===== src/rtl/sig_defs.sv =====
// Colour encodings and monitor fault codes, shared with the signal controller.
package sig_defs;

    localparam logic [1:0] RED    = 2'd0;
    localparam logic [1:0] YELLOW = 2'd1;
    localparam logic [1:0] GREEN  = 2'd2;
    localparam logic [1:0] BADCOL = 2'd3;

    localparam logic [2:0] F_NONE         = 3'd0;
    localparam logic [2:0] F_CONFLICT     = 3'd1;
    localparam logic [2:0] F_BAD_CODE     = 3'd2;
    localparam logic [2:0] F_SKIP_YEL     = 3'd3;
    localparam logic [2:0] F_BAD_SEQ      = 3'd4;
    localparam logic [2:0] F_YEL_SHORT    = 3'd5;
    localparam logic [2:0] F_YEL_LONG     = 3'd6;
    localparam logic [2:0] F_ALLRED_SHORT = 3'd7;

endpackage


===== src/rtl/sig_phase_chk.sv =====
// Per-approach sequence checker: tracks previous colour and yellow run length,
// reports the highest-priority per-approach fault (codes 2..6).
module sig_phase_chk
    import sig_defs::*;
#(
    parameter int YEL_MIN = 2,
    parameter int YEL_MAX = 4,
    parameter int CNT_W   = 4
) (
    input  logic       clock,
    input  logic       clear,
    input  logic [1:0] col_i,
    input  logic       resync_i,
    output logic [2:0] code_o,
    output logic       is_red_o,
    output logic       red_to_green_o
);

    localparam logic [CNT_W-1:0] YMIN  = CNT_W'(YEL_MIN);
    localparam logic [CNT_W-1:0] YLONG = CNT_W'(YEL_MAX + 1);
    localparam logic [CNT_W-1:0] YSAT  = '1;

    logic [1:0]       prev_q;
    logic [CNT_W-1:0] ycnt_q, ycnt_d;

    always_comb begin
        ycnt_d = '0;
        if (col_i == YELLOW)
            ycnt_d = (ycnt_q == YSAT) ? ycnt_q : ycnt_q + CNT_W'(1);
    end

    // On resync only the illegal-encoding check survives; transitions are not judged.
    always_comb begin
        code_o = F_NONE;
        if (col_i == BADCOL)
            code_o = F_BAD_CODE;
        else if (!resync_i) begin
            if (prev_q == GREEN && col_i == RED)
                code_o = F_SKIP_YEL;
            else if ((prev_q == RED && col_i == YELLOW) || (prev_q == YELLOW && col_i == GREEN))
                code_o = F_BAD_SEQ;
            else if (prev_q == YELLOW && col_i == RED && ycnt_q < YMIN)
                code_o = F_YEL_SHORT;
            else if (col_i == YELLOW && ycnt_d == YLONG)
                code_o = F_YEL_LONG;
        end
    end

    assign is_red_o       = (col_i == RED);
    assign red_to_green_o = !resync_i && (prev_q == RED) && (col_i == GREEN);

    always_ff @(posedge clock) begin
        if (clear) begin
            prev_q <= RED;
            ycnt_q <= '0;
        end else begin
            prev_q <= col_i;
            ycnt_q <= ycnt_d;
        end
    end

endmodule


===== src/rtl/sig_monitor.sv =====
// Conflict/sequence monitor for the highway/country signal heads; latches the
// first fault and commands all-flash-red until acknowledged.
module sig_monitor
    import sig_defs::*;
#(
    parameter int YEL_MIN    = 2,
    parameter int YEL_MAX    = 4,
    parameter int ALLRED_MIN = 1,
    parameter int CNT_W      = 4
) (
    input  logic       clock,
    input  logic       clear,
    input  logic [1:0] hwy,
    input  logic [1:0] cntry,
    input  logic       fault_ack,
    output logic       fault,
    output logic [2:0] fault_code,
    output logic       fault_src,
    output logic       flash
);

    localparam logic [CNT_W-1:0] ARMIN = CNT_W'(ALLRED_MIN);
    localparam logic [CNT_W-1:0] ASAT  = '1;

    logic             fault_q, fault_d;
    logic [2:0]       code_q, code_d;
    logic             src_q, src_d;
    logic [CNT_W-1:0] allred_q, allred_d;

    logic       ack_eff;
    logic [2:0] h_code, c_code, cand_code;
    logic       h_red, c_red, h_r2g, c_r2g, cand_src;

    assign ack_eff = fault_ack && fault_q;

    sig_phase_chk #(.YEL_MIN(YEL_MIN), .YEL_MAX(YEL_MAX), .CNT_W(CNT_W)) u_hwy (
        .clock(clock), .clear(clear), .col_i(hwy), .resync_i(ack_eff),
        .code_o(h_code), .is_red_o(h_red), .red_to_green_o(h_r2g)
    );

    sig_phase_chk #(.YEL_MIN(YEL_MIN), .YEL_MAX(YEL_MAX), .CNT_W(CNT_W)) u_cntry (
        .clock(clock), .clear(clear), .col_i(cntry), .resync_i(ack_eff),
        .code_o(c_code), .is_red_o(c_red), .red_to_green_o(c_r2g)
    );

    always_comb begin
        allred_d = '0;
        if (ack_eff)
            allred_d = ARMIN;
        else if (h_red && c_red)
            allred_d = (allred_q == ASAT) ? allred_q : allred_q + CNT_W'(1);
    end

    // Lowest code wins; hwy wins ties. r2g flags are already masked during resync.
    always_comb begin
        cand_code = F_NONE;
        cand_src  = 1'b0;
        if (!h_red && !c_red)
            cand_code = F_CONFLICT;
        else if (h_code != F_NONE && (c_code == F_NONE || h_code <= c_code))
            cand_code = h_code;
        else if (c_code != F_NONE) begin
            cand_code = c_code;
            cand_src  = 1'b1;
        end else if ((h_r2g || c_r2g) && allred_q < ARMIN)
            cand_code = F_ALLRED_SHORT;
    end

    always_comb begin
        fault_d = fault_q;
        code_d  = code_q;
        src_d   = src_q;
        if (!fault_q || ack_eff) begin
            fault_d = (cand_code != F_NONE);
            code_d  = cand_code;
            src_d   = cand_src;
        end
    end

    always_ff @(posedge clock) begin
        if (clear) begin
            fault_q  <= 1'b0;
            code_q   <= F_NONE;
            src_q    <= 1'b0;
            allred_q <= ARMIN;
        end else begin
            fault_q  <= fault_d;
            code_q   <= code_d;
            src_q    <= src_d;
            allred_q <= allred_d;
        end
    end

    assign fault      = fault_q;
    assign fault_code = code_q;
    assign fault_src  = src_q;
    assign flash      = fault_q;

endmodule

===== config.mk =====
export PLATFORM = sky130hd
export DESIGN_NAME = sig_monitor
export DESIGN_NICKNAME = d
export VERILOG_FILES = /design/src/rtl/sig_defs.sv /design/src/rtl/sig_phase_chk.sv /design/src/rtl/sig_monitor.sv
export SDC_FILE = /design/constraint.sdc
export NUM_CORES = 1
export LEC_CHECK = 0
export BUFFER_PORTS_ARGS = -buffer_cell sky130_fd_sc_hd__buf_2
export CORE_MARGIN = 2
export CORE_UTILIZATION = 35
export CTS_CLUSTER_SIZE = 25
export DETAILED_ROUTE_END_ITERATION = 8
export GPL_ROUTABILITY_DRIVEN = 1
export PLACE_DENSITY = 0.55
export REMOVE_ABC_BUFFERS = 1
export SYNTH_ARGS = -nofsm -noshare
export SYNTH_HDL_FRONTEND = slang
export SYNTH_HIERARCHICAL = 1
export SYNTH_SLANG_ARGS = --single-unit

===== constraint.sdc =====
create_clock -name clock -period 6.7 [get_ports clock]
set_input_delay 1.675 -clock clock [delete_from_list [all_inputs] [get_ports clock]]
set_output_delay 1.675 -clock clock [all_outputs]
set_load 0.005 [all_outputs]

==> flow_summary_export.csv, run 1 <==
group,metric,value,unit
worst_setup_path,path_cells,"buf_2 -> and2_1 -> a2111oi_1 -> inv_1 -> ha_1 -> a31oi_4 -> and2_1 -> a221oi_2 -> o41ai_1",
timing,max_freq,0.239,GHz
drt,vias,1324,
timing,relSlewSlack,32.3,%
timing,finalHoldViolCount,0,
synth,synth.avg_cell_area,8.11,um2
grt,grt_busiest_layer,"met2",
floorplanning,core,0.00397,mm2
layout,drive_gt1_share,14.4,%
layout,diodes,0,
clocking,cts_setup_buffers,0,
synth,ys_seq_area_share,29.4,%
synth,netlist-cell-type-count,45,
floorplanning,fp.dieW,67.9,um
synth,ys_ff_latch,21,
placed_design,numPortBuffers,12,
drt,drt_iter0_drc,91,
placed_design,dp_cells,233,
worst_setup_path,path_class,"in2reg",
worst_setup_path,critical_path_depth,9,
worst_setup_path,crit_required,6.84,ns
layout,n_fill_cell,409,
grt,grt_pass1_vias,1093,
worst_setup_path,cp-endpoint,"fault",
clocking,cts_resized,0,
synth,synth_ff_type,"dfxtp_1",
floorplanning,ios,13,
clocking,clk_pin_slew,0.09,ns
run,cap_violations,0,
worst_setup_path,cpPeakStageDelay,0.86,ns
synth,synth_area_leaders,"dfxtp_1 (29%), nor2_1 (7.4%), ha_1 (6.1%), nand2b_1 (4.8%), mux2i_1 (3.5%)",
drt,routed_wl,2940,um
drt,routed_via_density,5.59,
grt,grt_use_met3,1.97,%
layout,design_area,0.00157,mm2
placed_design,dp_slack,2.34,ns
timing,tns,0,ns
status,outcome,"complete, no violations",
floorplanning,design.die.area,0.00461,mm2
power_and_ir_drop,p_leak,0.594,nW
timing,fin_skew,0.00436,ns
placed_design,dp_hpwl,2250,um
timing,finalMaxSlewViolations,0,
drt,ant_nets,0,
grt,use_met1,20.0,%
synth,synth_largest_area_cell,"dfxtp_1",
layout,syn_to_final_growth,9.99,%
synth,async_reset_ff_share,0,%
placed_design,place_congestion,0.860,
worst_setup_path,crit_buf_inv,2,
clocking,cts.path.max_buffers,2,
layout,fin_cells,237,
grt,grt_max_degree,12,
timing,fin_crit,4.18,ns
clocking,clock_latency,0.26,ns
timing,setup_slack,2.52,ns
layout,final_nets,202,
worst_setup_path,critPathTopFamily,"compound AO/OA/AOI/OAI gates",
synth,syn_inst,176,
synth,synth-edff-count,0,
power_and_ir_drop,irDropWorstVdd,79.6,uV
clocking,clock-sinks,21,
clocking,postCtsHoldBufs,0,
grt,grt_pass1_wl,4960,um
worst_setup_path,crit_top_cell,"and2_1",
grt,grt_antenna_before_repair,0,
worst_setup_path,r2r-end,"fault",
timing,finalSetupViolCount,0,
clocking,clock-root-buffer,"clkbuf_8",
worst_setup_path,critPathLaunch,"fault_ack",
synth,synth_top_area_share,29.4,%
timing,rsz0062_at_grt,"false",
synth,synth_commonest_cells,"nor2_1 (28), dfxtp_1 (21), nand2b_1 (11)",
timing,fin_crit_sh,62.4,%
grt,grtUsageMet2,21.8,%
drt,first_pass_iters,4,
worst_setup_path,worstSetupEndpointType,"register",
worst_setup_path,start_kind,"primary input",
worst_setup_path,cp.arrival,4.32,ns
timing,fin_hold_ws,0.448,ns
synth,netlist_area,0.00143,mm2
clocking,htreeDepth,1,
clocking,cts_made_buffers,3,
placed_design,dpl_cell_area,0.00153,mm2
floorplanning,placementRows,23,
floorplanning,fp.dieH,67.9,um
worst_setup_path,r2r_cells,11,
worst_setup_path,timing.rr.start,"u_hwy/ycnt_q[0]",
worst_setup_path,crit_slowest_cell,"a2111oi_1",
synth,yosysWarnings,6,
hold_path,hold_path.class,"reg2reg",
clocking,tritoncts,"built",
power_and_ir_drop,p_per_area,182,mW/mm2
worst_setup_path,reg2reg_slack,3.42,ns
grt,grt_usage,13.9,%
drt,drc,0,
drt,wire_per_inst,12.4,um
worst_setup_path,cp_max_fo,11,
grt,grt-ovfl-total,0,
timing,tightest_slew,1.01,ns
synth,post-synth-top-count-cell,"nor2_1",
floorplanning,initial_core_util,35.9,%
==> kinds of logic after synthesis <==
kind of cell / share of synthesized area [%]
simple gates: 35.3
compound gates: 20.4
flops: 29.4
buf+inv: 3.33
fa+ha+maj: 6.13
mux: 3.51
xor+xnor: 1.84
==> cell usage in the layout (no fill, tap or decap), drive strengths merged, types with 4 or more instances in the layout <==
| cell | synthesis | routed |
|---|---|---|
| a21oi | 9 | 9 |
| nand2b | 11 | 11 |
| nand2 | 9 | 9 |
| o31ai | 4 | 4 |
| buf | 3 | 12 |
| o21ai | 6 | 6 |
| nor2b | 7 | 7 |
| clkbuf | 2 | 4 |
| ha | 7 | 7 |
| nor3 | 10 | 10 |
| mux2i | 5 | 5 |
| nor2 | 28 | 28 |
| inv | 6 | 6 |
| dfxtp | 21 | 21 |
| nor4 | 4 | 4 |
| nand3 | 7 | 7 |
==> cell type report <==
type	instances	area (um2)	share of cell area (%)
multi-input combinational	144	960	61.1
sequential	21	420	26.8
timing repair buffer	12	60.1	3.82
tap	50	62.6	3.98
clock buffer	4	45.0	2.87
inverter	6	22.5	1.43
==> registers in the layout, summed over array words and instances (netlist names) <==
| signal | count |
|---|---|
| u_cntry/ycnt_q | 4 |
| fault_code | 3 |
| u_cntry/prev_q | 2 |
| u_hwy/ycnt_q | 4 |
| fault | 1 |
| fault_src | 1 |
| allred_q | 4 |
| u_hwy/prev_q | 2 |
==> metrics by stage <==
step                      total power [mW]  util (%)
after floorplan                      0.182         -
after global placement               0.199      38.4
after detailed placement             0.200      38.4
after CTS                            0.289      39.5
after global routing                 0.303      39.5
final                                0.286      39.5
==> tightest hold or removal path, stage by stage (launching register included) <==
cell and delay [ns]:
dfxtp_1 0.31, nand2_1 0.05, o21ai_1 0.05
==> metal layers <==
layer | wire (um) | vias to the layer above
met5 | 0 | -
met1 | 1490 | 624
met2 | 1320 | 29
met3 | 99 | 4
li1 | - | 667
met4 | 25 | 0
==> worst min-delay path by stage <==
stage | startpoint | cells after the start | endpoint
detailed placement | fault_code[2] | 2 | fault_code[2]
floorplan | fault_src | 2 | fault_src
CTS | fault_code[2] | 2 | fault_code[2]
global placement | fault_code[1] | 2 | fault_code[1]
global route | fault_code[2] | 2 | fault_code[2]
finish | fault_code[2] | 2 | fault_code[2]
==> report_power, final <==
part           internal [mW]  switching, mW  leakage (nW)  total (mW)
sequential             0.130        0.00477         0.172       0.135
combinational         0.0258         0.0368         0.399      0.0626
clock                 0.0424         0.0454        0.0228      0.0879
total                  0.199         0.0870         0.594       0.286
(Power assumes the default switching activity.)
==> inputs of run 2 (changes only) <==
Settings changed: PLACE_DENSITY 0.55 to 0.57.
Clock period 6.7 ns to 3.55 ns, I/O delays scaled along.
==> run 2 against run 1 <==
  * Wire length up 7.1%
  * Clock skew up 0.0037 ns
  * Power up 88%
  * First-iteration DRC count down 38%
  * Clock-buffer cell count down 1
  * Die area unchanged
  * Critical path depth up 3
  * Non-clock buffer count up 5
  * Critical endpoint is now fault_src
  * Largest cell class unchanged
==> flow_summary_export.csv, run 2 (synthesis results as in run 1) <==
group,metric,value,unit
drt,drc,0,
timing,tns,0,ns
floorplanning,ios,13,
power_and_ir_drop,switching_share,29.8,%
clocking,clock-sinks,21,
placed_design,dp_hpwl,2420,um
worst_setup_path,crit_top_cell,"ha_1",
status,outcome,"complete, no violations",
clocking,cts_resized,0,
grt,grt_antenna_before_repair,0,
worst_setup_path,crit_slowest_cell,"dfxtp_1",
timing,max_freq,0.331,GHz
hold_path,hp-start,"fault_src",
clocking,htreeDepth,1,
timing,finalHoldViolCount,0,
power_and_ir_drop,p_per_area,334,mW/mm2
timing,rsz0062_at_grt,"false",
clocking,cts_made_buffers,3,
drt,drt_iter0_drc,56,
timing,relSlewSlack,60.9,%
layout,diodes,0,
drt,routed_via_density,5.57,
placed_design,numPortBuffers,12,
timing,finalMaxSlewViolations,0,
layout,final_cell_mix,"nor2_1 (28), dfxtp_1 (21), buf_2 (12)",
floorplanning,placementRows,23,
clocking,tritoncts,"built",
layout,final_nets,207,
power_and_ir_drop,irDropWorstVdd,265,uV
run,cap_violations,0,
grt,grt_pass1_wl,5380,um
grt,grt_pass1_vias,1303,
worst_setup_path,worstSetupEndpointType,"register",
clocking,cts_setup_buffers,0,
floorplanning,fp.dieW,67.9,um
layout,n_fill_cell,395,
timing,fin_crit,3.03,ns
clocking,clock-root-buffer,"clkbuf_8",
worst_setup_path,timing.rr.start,"u_cntry/ycnt_q[0]",
drt,ant_nets,0,
power_and_ir_drop,p_leak,0.623,nW
clocking,clk_pin_slew,0.08,ns
floorplanning,design.die.area,0.00461,mm2
power_and_ir_drop,p_int,0.377,mW
drt,routed_wl,3150,um
drt,vias,1347,
power_and_ir_drop,seqPwrFrac,47.6,%
clocking,postCtsHoldBufs,0,
worst_setup_path,cp.arrival,3.23,ns
floorplanning,fp.dieH,67.9,um
worst_setup_path,cp_max_fo,7,
floorplanning,core,0.00397,mm2
drt,wire_per_inst,13.0,um
worst_setup_path,crit_buf_inv,1,
worst_setup_path,start_kind,"register",
grt,grt_max_degree,13,
worst_setup_path,critPathTopFamily,"compound AO/OA/AOI/OAI gates",
timing,fin_hold_ws,0.453,ns
power_and_ir_drop,p_sw,0.160,mW
clocking,cts.path.max_buffers,2,
worst_setup_path,cpPeakStageDelay,0.43,ns
timing,tightest_slew,0.585,ns
grt,grt_usage,15.2,%
timing,fin_skew,0.00810,ns
worst_setup_path,critPathLaunch,"u_cntry/ycnt_q[0]",
worst_setup_path,path_class,"reg2reg",
grt,grt-ovfl-total,0,
floorplanning,initial_core_util,35.9,%
layout,drive_gt1_share,17.2,%
worst_setup_path,path_cells,"ha_1 -> nand3_2 -> mux2i_1 -> nand4b_1 -> o31ai_1 -> inv_1 -> ha_1 -> nand2_1 -> o21ai_2 -> a21oi_2 -> or4_1 -> a21oi_1",
layout,syn_to_final_growth,12.7,%
power_and_ir_drop,p_comb_share,23.0,%
timing,fin_crit_sh,85.2,%
clocking,clock_latency,0.26,ns
worst_setup_path,crit_required,3.75,ns
layout,layout_commonest_cell,"nor2_1",
timing,finalSetupViolCount,0,
layout,top_regs,"allred_q: 4 flops, u_cntry/ycnt_q: 4 flops, u_hwy/ycnt_q: 4 flops",
placed_design,place_congestion,0.799,
drt,first_pass_iters,4,
power_and_ir_drop,clkPwrFrac,29.4,%
hold_path,hold_path.class,"reg2reg",
## run 2: through the flow
stage	utilization, %	setup WS (ns)	power [mW]	cell area [um2]	cells
2_1_floorplan	-	0.388	0.343	1400	171
3_3_place_gp	39.4	0.352	0.379	1560	238
3_5_place_dp	39.4	0.351	0.384	1560	238
4_1_cts	40.5	0.554	0.546	1610	242
5_1_grt	40.5	0.295	0.575	1610	242
6_report	40.5	0.525	0.537	1610	242
## run 2: final cells by class
type | instances | area (um2) | area share [%]
timing repair buffer | 17 | 97.6 | 6.07
clock inverter | 1 | 5.00 | 0.311
clock buffer | 3 | 41.3 | 2.57
multi-input combinational | 144 | 960 | 59.6
inverter | 6 | 22.5 | 1.40
tap | 50 | 62.6 | 3.89
sequential | 21 | 420 | 26.1
## run 2: worst paths after layout
check,to,slack (ns),cells past startpoint
setup / recovery,fault_src,0.52,12
hold / removal,fault_src,0.45,2
setup reg to reg,fault_src,0.52,12
hold reg to reg,fault_src,0.45,2
## run 2: metal layers
layer	GRT usage (%)	vias to the layer above	wire [um]
met5	0	-	0
li1	-	679	-
met1	17.7	631	1430
met3	4.93	6	188
met2	26.8	31	1490
met4	4.25	0	42
## run 2: power groups by stage
stage          combinational, mW  sequential (mW)  clock [mW]
2_1_floorplan             0.0825            0.260           0
3_3_place_gp               0.119            0.260           0
3_5_place_dp               0.123            0.261           0
4_1_cts                    0.123            0.256       0.166
5_1_grt                    0.138            0.258       0.178
6_report                   0.124            0.256       0.158
## run 2: tightest hold or removal path, stage by stage (launching register included)
cell and delay (ns):
dfxtp_1 0.32, nand2_1 0.05, a21oi_1 0.05
==> inputs of run 3 (changes only) <==
Settings changed: CORE_UTILIZATION 35 to 47, PLACE_DENSITY 0.57 to 0.71.
==> run 3 against run 2 <==
  * Sequential share of layout area grew 0.73 points
  * Die area shrank 24%
  * Global-route usage grew 3.6 points
  * Flip-flop and latch count is the same
  * Clock skew grew 0.0044 ns
  * Combinational power is essentially flat
  * Critical path depth is the same
  * Final cell count shrank 7.9%
  * Critical endpoint unchanged
  * Non-clock buffer count is the same
==> flow_summary_export.csv, run 3 (synthesis results as in run 1) <==
group,metric,value,unit
drt,routed_wl,2970,um
drt,ant_nets,0,
worst_setup_path,critical_path_depth,12,
timing,fin_crit,2.96,ns
worst_setup_path,cpPeakStageDelay,0.44,ns
layout,layout_commonest_cell,"nor2_1",
worst_setup_path,path_cells,"ha_1 -> nand3_2 -> mux2i_1 -> nand4b_1 -> o31ai_1 -> inv_1 -> ha_1 -> nand2_1 -> o21ai_2 -> a21oi_2 -> or4_1 -> a21oi_1",
layout,drive_gt1_share,16.7,%
timing,tns,0,ns
layout,top_regs,"allred_q: 4 flops, u_cntry/ycnt_q: 4 flops, u_hwy/ycnt_q: 4 flops",
floorplanning,design.die.area,0.00349,mm2
worst_setup_path,cp_max_fo,7,
layout,register_area,420,um2
timing,finalSetupViolCount,0,
drt,wire_per_inst,13.3,um
hold_path,hold_path.class,"reg2reg",
clocking,postCtsHoldBufs,0,
timing,fin_hold_ws,0.458,ns
timing,finalHoldViolCount,0,
worst_setup_path,start_kind,"register",
grt,grt_pass1_vias,1195,
layout,diodes,0,
grt,grt_pass1_wl,5040,um
clocking,cts_setup_buffers,0,
hold_path,whs_path_depth,2,
worst_setup_path,cp.arrival,3.22,ns
placed_design,dp_hpwl,2270,um
drt,drc,0,
floorplanning,fp.dieW,59.1,um
timing,relSlewSlack,60.2,%
drt,drt_iter0_drc,77,
timing,tightest_slew,0.596,ns
clocking,clock-root-buffer,"clkbuf_4",
grt,grt_max_degree,12,
floorplanning,initial_core_util,50.5,%
worst_setup_path,crit_top_cell,"ha_1",
worst_setup_path,path_class,"reg2reg",
timing,finalMaxSlewViolations,0,
run,cap_violations,0,
floorplanning,ios,13,
worst_setup_path,crit_slowest_cell,"dfxtp_1",
grt,grt_usage,18.8,%
clocking,htreeDepth,1,
clocking,cts_resized,0,
timing,setup_slack,0.586,ns
timing,fin_crit_sh,83.5,%
timing,fin_skew,0.0125,ns
power_and_ir_drop,p_per_area,319,mW/mm2
floorplanning,fp.dieH,59.1,um
worst_setup_path,worstSetupEndpointType,"register",
placed_design,place_congestion,0.885,
worst_setup_path,crit_required,3.81,ns
power_and_ir_drop,irDropWorstVdd,162,uV
floorplanning,placementRows,19,
layout,final_cell_mix,"nor2_1 (28), dfxtp_1 (21), buf_2 (12)",
worst_setup_path,critPathTopFamily,"simple AND/OR/NAND/NOR gates",
drt,routed_via_density,5.89,
layout,n_fill_cell,266,
layout,multiInputGateArea,960,um2
placed_design,dp_slack,0.361,ns
timing,max_freq,0.337,GHz
placed_design,numPortBuffers,12,
layout,final_nets,207,
status,outcome,"complete, no violations",
grt,grt_antenna_before_repair,0,
clocking,cts_made_buffers,3,
layout,syn_to_final_growth,9.64,%
worst_setup_path,r2r_cells,12,
clocking,clock-sinks,21,
clocking,clk_pin_slew,0.13,ns
power_and_ir_drop,p_leak,0.612,nW
floorplanning,core,0.00283,mm2
worst_setup_path,crit_buf_inv,1,
clocking,tritoncts,"built",
clocking,cts.path.max_buffers,2,
power_and_ir_drop,finalPower,0.499,mW
clocking,clock_latency,0.31,ns
timing,rsz0062_at_grt,"false",
drt,first_pass_iters,4,
grt,grt-ovfl-total,0,
drt,vias,1314,
run 3: cell count changes in the layout (fill, tap and decap cells not counted), sizes merged:
cell,delta
clkbuf,+1
clkinv,-1
run 3: path summary, 6_finish.rpt:
check	start	end	slack [ns]
worst max-delay path	u_cntry/ycnt_q[0]	fault_src	0.59
worst min-delay path	fault_code[1]	fault_code[1]	0.46
worst max register to register	u_cntry/ycnt_q[0]	fault_src	0.59
worst min register to register	fault_code[1]	fault_code[1]	0.46
run 3: final cells by class:
type,instances,share of cell area (%)
Clock buffer,4,1.68
Tap cell,31,2.48
Timing Repair Buffer,17,6.24
Inverter,6,1.44
Sequential cell,21,26.9
Multi-Input combinational cell,144,61.3
run 3: layer usage:
layer	vias up	routed length [um]	global-route usage (%)
met2	29	1470	32.9
met1	601	1350	22.9
met4	0	30	7.79
li1	680	-	-
met5	-	0	0
met3	4	122	2.84
run 3: power by group:
part	internal (mW)	total, mW	switching, mW
Combinational	0.0528	0.123	0.0698
Sequential	0.246	0.256	0.00928
Clock	0.0438	0.121	0.0769
Total	0.343	0.499	0.156
run 3: stage by stage:
stage / cells / cell area (um2) / util (%)
2_1_floorplan: 171 / 1400 / -
3_3_place_gp: 219 / 1540 / 54.4
3_5_place_dp: 219 / 1540 / 54.4
4_1_cts: 223 / 1570 / 55.3
5_1_grt: 223 / 1570 / 55.3
6_report: 223 / 1570 / 55.3
run 3: worst register-to-register path, delay by kind of cell, from the launching register on:
kind                     cells  cell delay (ns)
AND/OR/NAND/NOR              4             0.79
AO/OA/AOI/OAI                4             0.75
adder cells (fa/ha/maj)      2             0.63
flip-flops                   1             0.44
multiplexers                 1             0.22
buffers and inverters        1             0.08
